<file path="src/rtl/eth_sched_pkg.sv">
`default_nettype none
// ============================================================================
// Module      : eth_sched_pkg
// Description : Shared types and constants for the eth_udp_sched UDP transmit
//               scheduler: FSM state encoding, field widths, index helper.
// Revision    : 1.0 - initial release
// ============================================================================
package eth_sched_pkg;

    localparam int LEN_W  = 16;   // byte count / length / port width
    localparam int STAT_W = 16;   // statistics counter width
    localparam int IDX_W  = 3;    // requester index width (up to 8 requesters)

    typedef enum logic [1:0] {
        ST_IDLE   = 2'd0,
        ST_WAIT   = 2'd1,
        ST_STREAM = 2'd2,
        ST_GAP    = 2'd3
    } state_t;

    // Index of the set bit in a one-hot vector (0 when no bit is set).
    function automatic logic [IDX_W-1:0] onehot_idx(input logic [7:0] oh);
        logic [IDX_W-1:0] idx;
        idx = '0;
        for (int i = 0; i < 8; i++) begin
            if (oh[i]) idx = IDX_W'(i);
        end
        return idx;
    endfunction

endpackage
`default_nettype wire

</file>
<file path="src/rtl/eth_udp_sched_if.sv">
`default_nettype none
// ============================================================================
// Module      : eth_udp_sched_if
// Description : Requester/PHY signal bundle of the UDP transmit scheduler.
//               slave = scheduler side, master = requesters + PHY side.
//               ETH_SCHED_STATS_EN adds the per-requester statistics buses.
// Revision    : 1.0 - initial release
// ============================================================================
interface eth_udp_sched_if #(
    parameter int NREQ = 2
);
    import eth_sched_pkg::*;

    logic [NREQ-1:0]       req_i;
    logic [NREQ*LEN_W-1:0] len_i;
    logic [NREQ*LEN_W-1:0] udpport_i;
    logic [NREQ*8-1:0]     data_i;
    logic [NREQ-1:0]       grant_o;
    logic [NREQ-1:0]       datard_o;
    logic [NREQ-1:0]       done_o;
    logic [NREQ-1:0]       err_o;
    logic                  busy_o;
    logic                  phy_start_o;
    logic [LEN_W-1:0]      phy_len_o;
    logic [LEN_W-1:0]      phy_udpport_o;
    logic [7:0]            phy_data_o;
    logic                  phy_datard_i;
`ifdef ETH_SCHED_STATS_EN
    logic [NREQ*STAT_W-1:0] pkt_cnt_o;
    logic [NREQ*STAT_W-1:0] err_cnt_o;
`endif

    modport slave (
        input  req_i, len_i, udpport_i, data_i, phy_datard_i,
`ifdef ETH_SCHED_STATS_EN
        output pkt_cnt_o, err_cnt_o,
`endif
        output grant_o, datard_o, done_o, err_o, busy_o,
        output phy_start_o, phy_len_o, phy_udpport_o, phy_data_o
    );

    modport master (
        output req_i, len_i, udpport_i, data_i, phy_datard_i,
`ifdef ETH_SCHED_STATS_EN
        input  pkt_cnt_o, err_cnt_o,
`endif
        input  grant_o, datard_o, done_o, err_o, busy_o,
        input  phy_start_o, phy_len_o, phy_udpport_o, phy_data_o
    );

endinterface
`default_nettype wire

</file>
<file path="src/rtl/eth_rr_arbiter.sv">
`default_nettype none
// ============================================================================
// Module      : eth_rr_arbiter
// Description : Combinational round-robin pick: first set request at or after
//               ptr (wrapping), returned one-hot, plus a valid flag.
// Revision    : 1.0 - initial release
// ============================================================================
module eth_rr_arbiter
    import eth_sched_pkg::*;
#(
    parameter int NREQ = 2
) (
    input  logic [NREQ-1:0]  req,
    input  logic [IDX_W-1:0] ptr,
    output logic [NREQ-1:0]  grant,
    output logic             valid
);

    logic [NREQ-1:0] rot;
    logic [NREQ-1:0] rot_oh;

    // Rotate so ptr sits at bit 0, isolate the lowest set bit, rotate back.
    always_comb begin
        rot    = NREQ'({req, req} >> ptr);
        rot_oh = rot & (~rot + NREQ'(1));
        grant  = NREQ'(({rot_oh, rot_oh} << ptr) >> NREQ);
        valid  = |req;
    end

endmodule
`default_nettype wire

</file>
<file path="src/rtl/eth_udp_sched.sv">
`default_nettype none
// ============================================================================
// Module      : eth_udp_sched
// Description : Round-robin scheduler sharing one UDP transmit path between
//               NREQ requesters: grant, PHY start pulse, length/port/data mux,
//               end-of-packet byte count, read watchdog and inter-packet gap.
//               Optional macro ETH_SCHED_STATS_EN adds per-requester
//               done/err counters (pkt_cnt_o, err_cnt_o).
// Revision    : 1.0 - initial release
// ============================================================================
module eth_udp_sched
    import eth_sched_pkg::*;
#(
    parameter int               NREQ        = 2,
    parameter logic [LEN_W-1:0] MAX_LEN     = 16'd1472,
    parameter int               IFG_CYC     = 32,
    parameter int               TIMEOUT_CYC = 4096
) (
    input  logic           clk_i,
    input  logic           reset_n_i,
    eth_udp_sched_if.slave bus
);

    localparam int               WD_W     = $clog2(TIMEOUT_CYC + 1);
    localparam int               GAP_W    = $clog2(IFG_CYC + 1);
    localparam logic [WD_W-1:0]  WD_LAST  = WD_W'(TIMEOUT_CYC - 1);
    localparam logic [GAP_W-1:0] GAP_LAST = GAP_W'(IFG_CYC - 1);
    localparam logic [IDX_W-1:0] PTR_LAST = IDX_W'(NREQ - 1);

    state_t             state, state_nx;
    logic [NREQ-1:0]    grant, done, err, arb_grant, datard;
    logic               arb_valid, phy_start, busy;
    logic [LEN_W-1:0]   phy_len, phy_port, sel_len, sel_port, clamp_len;
    logic [LEN_W-1:0]   byte_cnt, cnt_inc;
    logic [IDX_W-1:0]   rr_ptr, win_idx;
    logic [WD_W-1:0]    wdog;
    logic [GAP_W-1:0]   gap_cnt;
    logic [7:0]         data_mux;
    logic               in_xfer, last_byte, timeout, gap_end, take;

    eth_rr_arbiter #(.NREQ(NREQ)) u_arb (
        .req   (bus.req_i),
        .ptr   (rr_ptr),
        .grant (arb_grant),
        .valid (arb_valid)
    );

    // Winner's length (clamped) and port, plus its index for the rr pointer.
    always_comb begin
        sel_len  = '0;
        sel_port = '0;
        for (int i = 0; i < NREQ; i++) begin
            if (arb_grant[i]) begin
                sel_len  = bus.len_i[i*LEN_W +: LEN_W];
                sel_port = bus.udpport_i[i*LEN_W +: LEN_W];
            end
        end
        clamp_len = (sel_len > MAX_LEN) ? MAX_LEN : sel_len;
        win_idx   = onehot_idx(8'(arb_grant));
    end

    // State register.
    always_ff @(posedge clk_i or negedge reset_n_i) begin
        if (!reset_n_i) state <= ST_IDLE;
        else            state <= state_nx;
    end

    // Next-state logic and the end-of-packet / timeout / gap decisions.
    always_comb begin
        in_xfer   = (state == ST_WAIT) || (state == ST_STREAM);
        cnt_inc   = byte_cnt + LEN_W'(1);
        last_byte = in_xfer && bus.phy_datard_i && (cnt_inc == phy_len);
        timeout   = in_xfer && !bus.phy_datard_i && (wdog == WD_LAST);
        gap_end   = (state == ST_GAP) && (gap_cnt == GAP_LAST);
        take      = (state == ST_IDLE) && arb_valid;
        state_nx  = state;
        case (state)
            ST_IDLE:   if (take) state_nx = (clamp_len == '0) ? ST_GAP : ST_WAIT;
            ST_WAIT:   if (last_byte || timeout) state_nx = ST_GAP;
                       else if (bus.phy_datard_i) state_nx = ST_STREAM;
            ST_STREAM: if (last_byte || timeout) state_nx = ST_GAP;
            ST_GAP:    if (gap_end) state_nx = ST_IDLE;
            default:   state_nx = ST_IDLE;
        endcase
    end

    // Combinational outputs: busy flag and zero-latency strobe/data routing.
    always_comb begin
        busy     = (state != ST_IDLE);
        datard   = (in_xfer && bus.phy_datard_i) ? grant : '0;
        data_mux = '0;
        for (int i = 0; i < NREQ; i++) begin
            if (grant[i]) data_mux = bus.data_i[i*8 +: 8];
        end
    end

    // Grant, latched packet parameters, pulses and counters.
    always_ff @(posedge clk_i or negedge reset_n_i) begin
        if (!reset_n_i) begin
            grant     <= '0;
            done      <= '0;
            err       <= '0;
            phy_start <= 1'b0;
            phy_len   <= '0;
            phy_port  <= '0;
            rr_ptr    <= '0;
            byte_cnt  <= '0;
            wdog      <= '0;
            gap_cnt   <= '0;
        end else begin
            done      <= '0;
            err       <= '0;
            phy_start <= 1'b0;
            if (take) begin
                grant    <= arb_grant;
                phy_len  <= clamp_len;
                phy_port <= sel_port;
                rr_ptr   <= (win_idx == PTR_LAST) ? '0 : win_idx + IDX_W'(1);
                byte_cnt <= '0;
                wdog     <= '0;
                // Zero-length packets complete with the grant, PHY untouched.
                if (clamp_len == '0) done <= arb_grant;
                else                 phy_start <= 1'b1;
            end
            if (in_xfer) begin
                if (bus.phy_datard_i) begin
                    byte_cnt <= cnt_inc;
                    wdog     <= '0;
                end else begin
                    wdog <= wdog + WD_W'(1);
                end
                if (last_byte) begin
                    done  <= grant;
                    grant <= '0;
                end
                if (timeout) begin
                    err   <= grant;
                    grant <= '0;
                end
            end
            if (state == ST_GAP) begin
                grant   <= '0;
                gap_cnt <= gap_end ? '0 : gap_cnt + GAP_W'(1);
            end
        end
    end

    assign bus.grant_o       = grant;
    assign bus.done_o        = done;
    assign bus.err_o         = err;
    assign bus.busy_o        = busy;
    assign bus.phy_start_o   = phy_start;
    assign bus.phy_len_o     = phy_len;
    assign bus.phy_udpport_o = phy_port;
    assign bus.phy_data_o    = data_mux;
    assign bus.datard_o      = datard;

`ifdef ETH_SCHED_STATS_EN
    generate
        for (genvar g = 0; g < NREQ; g++) begin : g_stats
            logic [STAT_W-1:0] pkt_q, err_q;
            // Wrapping per-requester completion and abort counters.
            always_ff @(posedge clk_i or negedge reset_n_i) begin
                if (!reset_n_i) begin
                    pkt_q <= '0;
                    err_q <= '0;
                end else begin
                    if (done[g]) pkt_q <= pkt_q + STAT_W'(1);
                    if (err[g])  err_q <= err_q + STAT_W'(1);
                end
            end
            assign bus.pkt_cnt_o[g*STAT_W +: STAT_W] = pkt_q;
            assign bus.err_cnt_o[g*STAT_W +: STAT_W] = err_q;
        end
    endgenerate
`endif

endmodule
`default_nettype wire

</file>
<file path="src/flat_wrapper.sv">
// flat-port wrapper written by rule: the top's interface ports become plain ports
module eth_udp_sched_flat import eth_sched_pkg::*;
#(
    parameter int               NREQ        = 2,
    parameter logic [LEN_W-1:0] MAX_LEN     = 16'd1472,
    parameter int               IFG_CYC     = 32,
    parameter int               TIMEOUT_CYC = 4096
)
  (clk_i, reset_n_i, bus_req_i, bus_len_i, bus_udpport_i, bus_data_i, bus_phy_datard_i, bus_grant_o, bus_datard_o, bus_done_o, bus_err_o, bus_busy_o, bus_phy_start_o, bus_phy_len_o, bus_phy_udpport_o, bus_phy_data_o);
  eth_udp_sched_if #(.NREQ(NREQ)) bus_i ();
  input  logic clk_i;
  input  logic reset_n_i;
  input wire logic [$bits(bus_i.req_i)-1:0] bus_req_i;
  input wire logic [$bits(bus_i.len_i)-1:0] bus_len_i;
  input wire logic [$bits(bus_i.udpport_i)-1:0] bus_udpport_i;
  input wire logic [$bits(bus_i.data_i)-1:0] bus_data_i;
  input wire logic [$bits(bus_i.phy_datard_i)-1:0] bus_phy_datard_i;
  output wire logic [$bits(bus_i.grant_o)-1:0] bus_grant_o;
  output wire logic [$bits(bus_i.datard_o)-1:0] bus_datard_o;
  output wire logic [$bits(bus_i.done_o)-1:0] bus_done_o;
  output wire logic [$bits(bus_i.err_o)-1:0] bus_err_o;
  output wire logic [$bits(bus_i.busy_o)-1:0] bus_busy_o;
  output wire logic [$bits(bus_i.phy_start_o)-1:0] bus_phy_start_o;
  output wire logic [$bits(bus_i.phy_len_o)-1:0] bus_phy_len_o;
  output wire logic [$bits(bus_i.phy_udpport_o)-1:0] bus_phy_udpport_o;
  output wire logic [$bits(bus_i.phy_data_o)-1:0] bus_phy_data_o;
  assign bus_i.req_i = bus_req_i;
  assign bus_i.len_i = bus_len_i;
  assign bus_i.udpport_i = bus_udpport_i;
  assign bus_i.data_i = bus_data_i;
  assign bus_i.phy_datard_i = bus_phy_datard_i;
  assign bus_grant_o = bus_i.grant_o;
  assign bus_datard_o = bus_i.datard_o;
  assign bus_done_o = bus_i.done_o;
  assign bus_err_o = bus_i.err_o;
  assign bus_busy_o = bus_i.busy_o;
  assign bus_phy_start_o = bus_i.phy_start_o;
  assign bus_phy_len_o = bus_i.phy_len_o;
  assign bus_phy_udpport_o = bus_i.phy_udpport_o;
  assign bus_phy_data_o = bus_i.phy_data_o;
  eth_udp_sched #(.NREQ(NREQ), .MAX_LEN(MAX_LEN), .IFG_CYC(IFG_CYC), .TIMEOUT_CYC(TIMEOUT_CYC)) u_core (.clk_i(clk_i), .reset_n_i(reset_n_i), .bus(bus_i));
endmodule
</file>
<file path="config.mk">
export PLATFORM = sky130hd
export DESIGN_NAME = eth_udp_sched_flat
export DESIGN_NICKNAME = d
export VERILOG_FILES = /design/src/rtl/eth_sched_pkg.sv /design/src/rtl/eth_udp_sched_if.sv /design/src/rtl/eth_rr_arbiter.sv /design/src/rtl/eth_udp_sched.sv /design/src/flat_wrapper.sv
export SDC_FILE = /design/constraint.sdc
export NUM_CORES = 1
export LEC_CHECK = 0
export BUFFER_PORTS_ARGS = -buffer_cell sky130_fd_sc_hd__buf_2
export CAP_MARGIN = 0
export CORE_UTILIZATION = 35
export DETAILED_ROUTE_END_ITERATION = 16
export PLACE_DENSITY_LB_ADDON = 0.1
export SETUP_SLACK_MARGIN = 0.05
export SLEW_MARGIN = 20
export SYNTH_ARGS = -nofsm -noshare
export SYNTH_HDL_FRONTEND = slang
export SYNTH_SLANG_ARGS = --single-unit
</file>
<file path="constraint.sdc">
create_clock -name clk_i -period 5.4 [get_ports clk_i]
set_input_delay 1.62 -clock clk_i [delete_from_list [all_inputs] [get_ports clk_i]]
set_output_delay 1.62 -clock clk_i [all_outputs]
set_load 0.02 [all_outputs]
</file>
==> results by group <==
Worst setup path
  – R2R Setup Slk: 2.61 ns
  – Critical Path AT: approximately 2.3 ns
  – Worst EP required: 3.78 ns
  – Crit. End Element: primary output
  – Worst Path Class, Setup: in2out
  – Critical Path Fanout Max: 24
  – Crit start category: input port

Placement
  – Placer Congestion: approximately 0.8
  – # port buffers: roughly 130
  – Hpwl dp: 8500 um

Pwr
  – Power share of the clock group: 0.225
  – Comb pwr share: 0.440
  – Internal Power: 1.51 mW
  – P_leak: 2.50 nW
  – Switch share: 0.425
  – Sw Pwr: 1.11 mW
  – Pwr/cell area: 484 nW/um^2
  – Power, Total: 2.62 mW
  – Sequential Power Share: 0.335
  – Worst vdd ir: 0.250 mV

Clock network
  – Worst skew pair latency: about 0.34 ns
  – Postcts setup bufs: 0
  – Clock Sinks: 77
  – Post-CTS sizing: 0
  – Root buf cell: clkbuf_16
  – Max H-tree Level: 3
  – CTS Buf Count: 9
  – Post-CTS Hold Buffers: 0
  – Clock Pin Slew Worst Setup and Hold Paths: 0.06 ns
  – Clock Tree Buf Depth: 2
  – CTS tree: yes

Synthesis
  – Sequential element share of the synthesized area: 0.444
  – Post-synth top area share: 0.444
  – Synth top area cells: dfrtp_1 44%, nor2_1 6.4%, o21ai_0 6.0%
  – FF+latch count, synth: 77
  – Cell taking the most area after synthesis: dfrtp_1
  – Synth Net Count: roughly 560
  – Netlist Area Pre-Place: 4340 sq um
  – Post-synth cell types: 57
  – Yosys Warn Count: 0
  – Number of flops mapped to enable cells by yosys: 0
  – Synth Instances: roughly 470
  – Async S/R FF share, synth: 1.00
  – Mean area per synthesized cell: 9.19 sq um
  – Top_reg_cell synth: dfrtp_1

Detailed routing
  – Detailed Routing Iterations Pass 1: 4
  – Post-route DRC: 0
  – DR vias: 4,047
  – Post-route ant nets: 0
  – Vias per cell: 5.30
  – Initial drt markers: 142
  – Total length of routed wires: 11,700 um
  – Drt wl/cell: 15.3 um

Floorplan
  – Die Area: 12,800 sq um
  – Initial core utilization: 0.360
  – Core Box Area: 12,100 sq um
  – # IOs: 135
  – Die Wd: approximately 110 um
  – Placement Rows: 40
  – Die height: 113 um

Global route
  – First-pass GRT wire length: 19,500 um
  – Initial antenna violation count: 0
  – GR Overflow Total: 0
  – Number of global-route vias before repair: roughly 3.9k
  – Tot GR Track Use: 0.192
  – Largest net degree at the start of global routing: 78

STA
  – Worst Hold Slack: about 0.47 ns
  – Final Setup Violations: 0
  – RSZ-0062 raised after global routing: false
  – Slew Limit Headroom: 0.393
  – Fmax achieved: 0.256 GHz
  – Tmin final: between 3 and 4 ns
  – Fin Setup TNS: 0 ns
  – Fin. max-slew vios: 0
  – Period utilisation layout: 0.724
  – Final Hold Fails: 0
  – Worst-Margin Slew: 0.911 ns
  – Max Clock Skew: 0.00667 ns

Worst hold path
  – Worst min path class: reg2reg

Finish
  – Nets: 682
  – Area growth, synth to finish: 24.6%
  – Ant diodes: 0
  – Highest-count cells in the layout ignoring fill and taps: 133 x buf_2, 77 x dfrtp_1, 74 x nor2_1
  – Commonest non-fill, non-tap cell in the layout: buf_2
  – Share of cells above drive strength 1: 0.274

Outcome
  – Status: complete, no violations

Run
  – Maxcap violations: 0
-- layout make-up --
cell class	count	area, sq um
tap	168	210
sequential	77	1930
clock buffer	16	292
multi-input combinational	352	2220
timing repair buffer	138	707
fill	1191	6660
inverter	12	45.0
-- flip-flops by register name, summed over array words and instances (netlist names) --
name                      flops
u_core.bus.done_o             2
u_core.bus.err_o              2
u_core.bus.grant_o            2
u_core.bus.phy_len_o         16
u_core.bus.phy_start_o        1
u_core.bus.phy_udpport_o     16
u_core.byte_cnt              16
u_core.gap_cnt                6
u_core.rr_ptr                 1
u_core.state                  2
u_core.wdog                  13
-- stage by stage --
step / utilization / worst slack, ns / area [sq um] / instances
3_3_place_gp: 0.424 / 1.50 / 5110 / 747
5_1_grt: 0.448 / 1.42 / 5410 / 763
3_5_place_dp: 0.424 / 1.48 / 5110 / 747
2_1_floorplan: - / 1.57 / 4340 / 472
6_report: 0.448 / 1.49 / 5410 / 763
4_1_cts: 0.448 / 1.50 / 5400 / 763
-- worst paths after layout --
path	cells after the start	startpoint	end
max in group asynchronous	1	reset_n_i	u_core.state[0]
worst max-delay path	5	bus_phy_datard_i	bus_datard_o[0]
worst max register to register	8	u_core.byte_cnt[0]	u_core.state[1]
min in group asynchronous	1	reset_n_i	u_core.wdog[5]
worst min register to register	1	u_core.wdog[6]	u_core.wdog[6]
worst min-delay path	1	u_core.wdog[6]	u_core.wdog[6]
-- cell usage after synthesis, types with 5 or more instances --
master / number
clkbuf_1: 21
a21oi_1: 11
nor2_1: 74
ha_1: 7
o31ai_1: 7
a31oi_1: 6
nand4_1: 13
nand3_1: 11
a22o_1: 21
nand2_1: 34
buf_4: 5
xnor2_1: 17
dfrtp_1: 77
xor2_1: 8
o21ai_0: 52
and2_1: 8
a221oi_1: 16
inv_1: 12
-- worst max-delay path, stage by stage --
cell and delay (ns):
buf_2 0.12, nand2_1 0.05, buf_4 0.28, nor2_1 0.06, buf_2 0.16
-- power groups by stage --
| stage | registers, mW | clock network, mW | logic [mW] |
|---|---|---|---|
| after floorplan | 0.974 | 0 | 0.694 |
| after global placement | 0.881 | 0 | 1.15 |
| after detailed placement | 0.885 | 0 | 1.17 |
| after CTS | 0.879 | 0.606 | 1.17 |
| after global routing | 0.900 | 0.631 | 1.28 |
| final | 0.876 | 0.590 | 1.15 |
-- cell families after synthesis --
kind of cell / share of synthesized area
mux: 0.00692
fa+ha+maj: 0.0202
compound gates: 0.230
simple gates: 0.204
buf+inv: 0.0441
xor+xnor: 0.0505
flops: 0.444
-- routing by layer --
metal / GRT usage / vias to the layer above / wire length [um]
met3: 0.0455 / 16 / 734
met1: 0.250 / 1932 / 5330
met4: 0.0684 / 0 / 204
met2: 0.312 / 136 / 5430
met5: 0 / - / 0
li1: - / 1963 / -
Note: power is estimated with default switching activity, not from simulation.
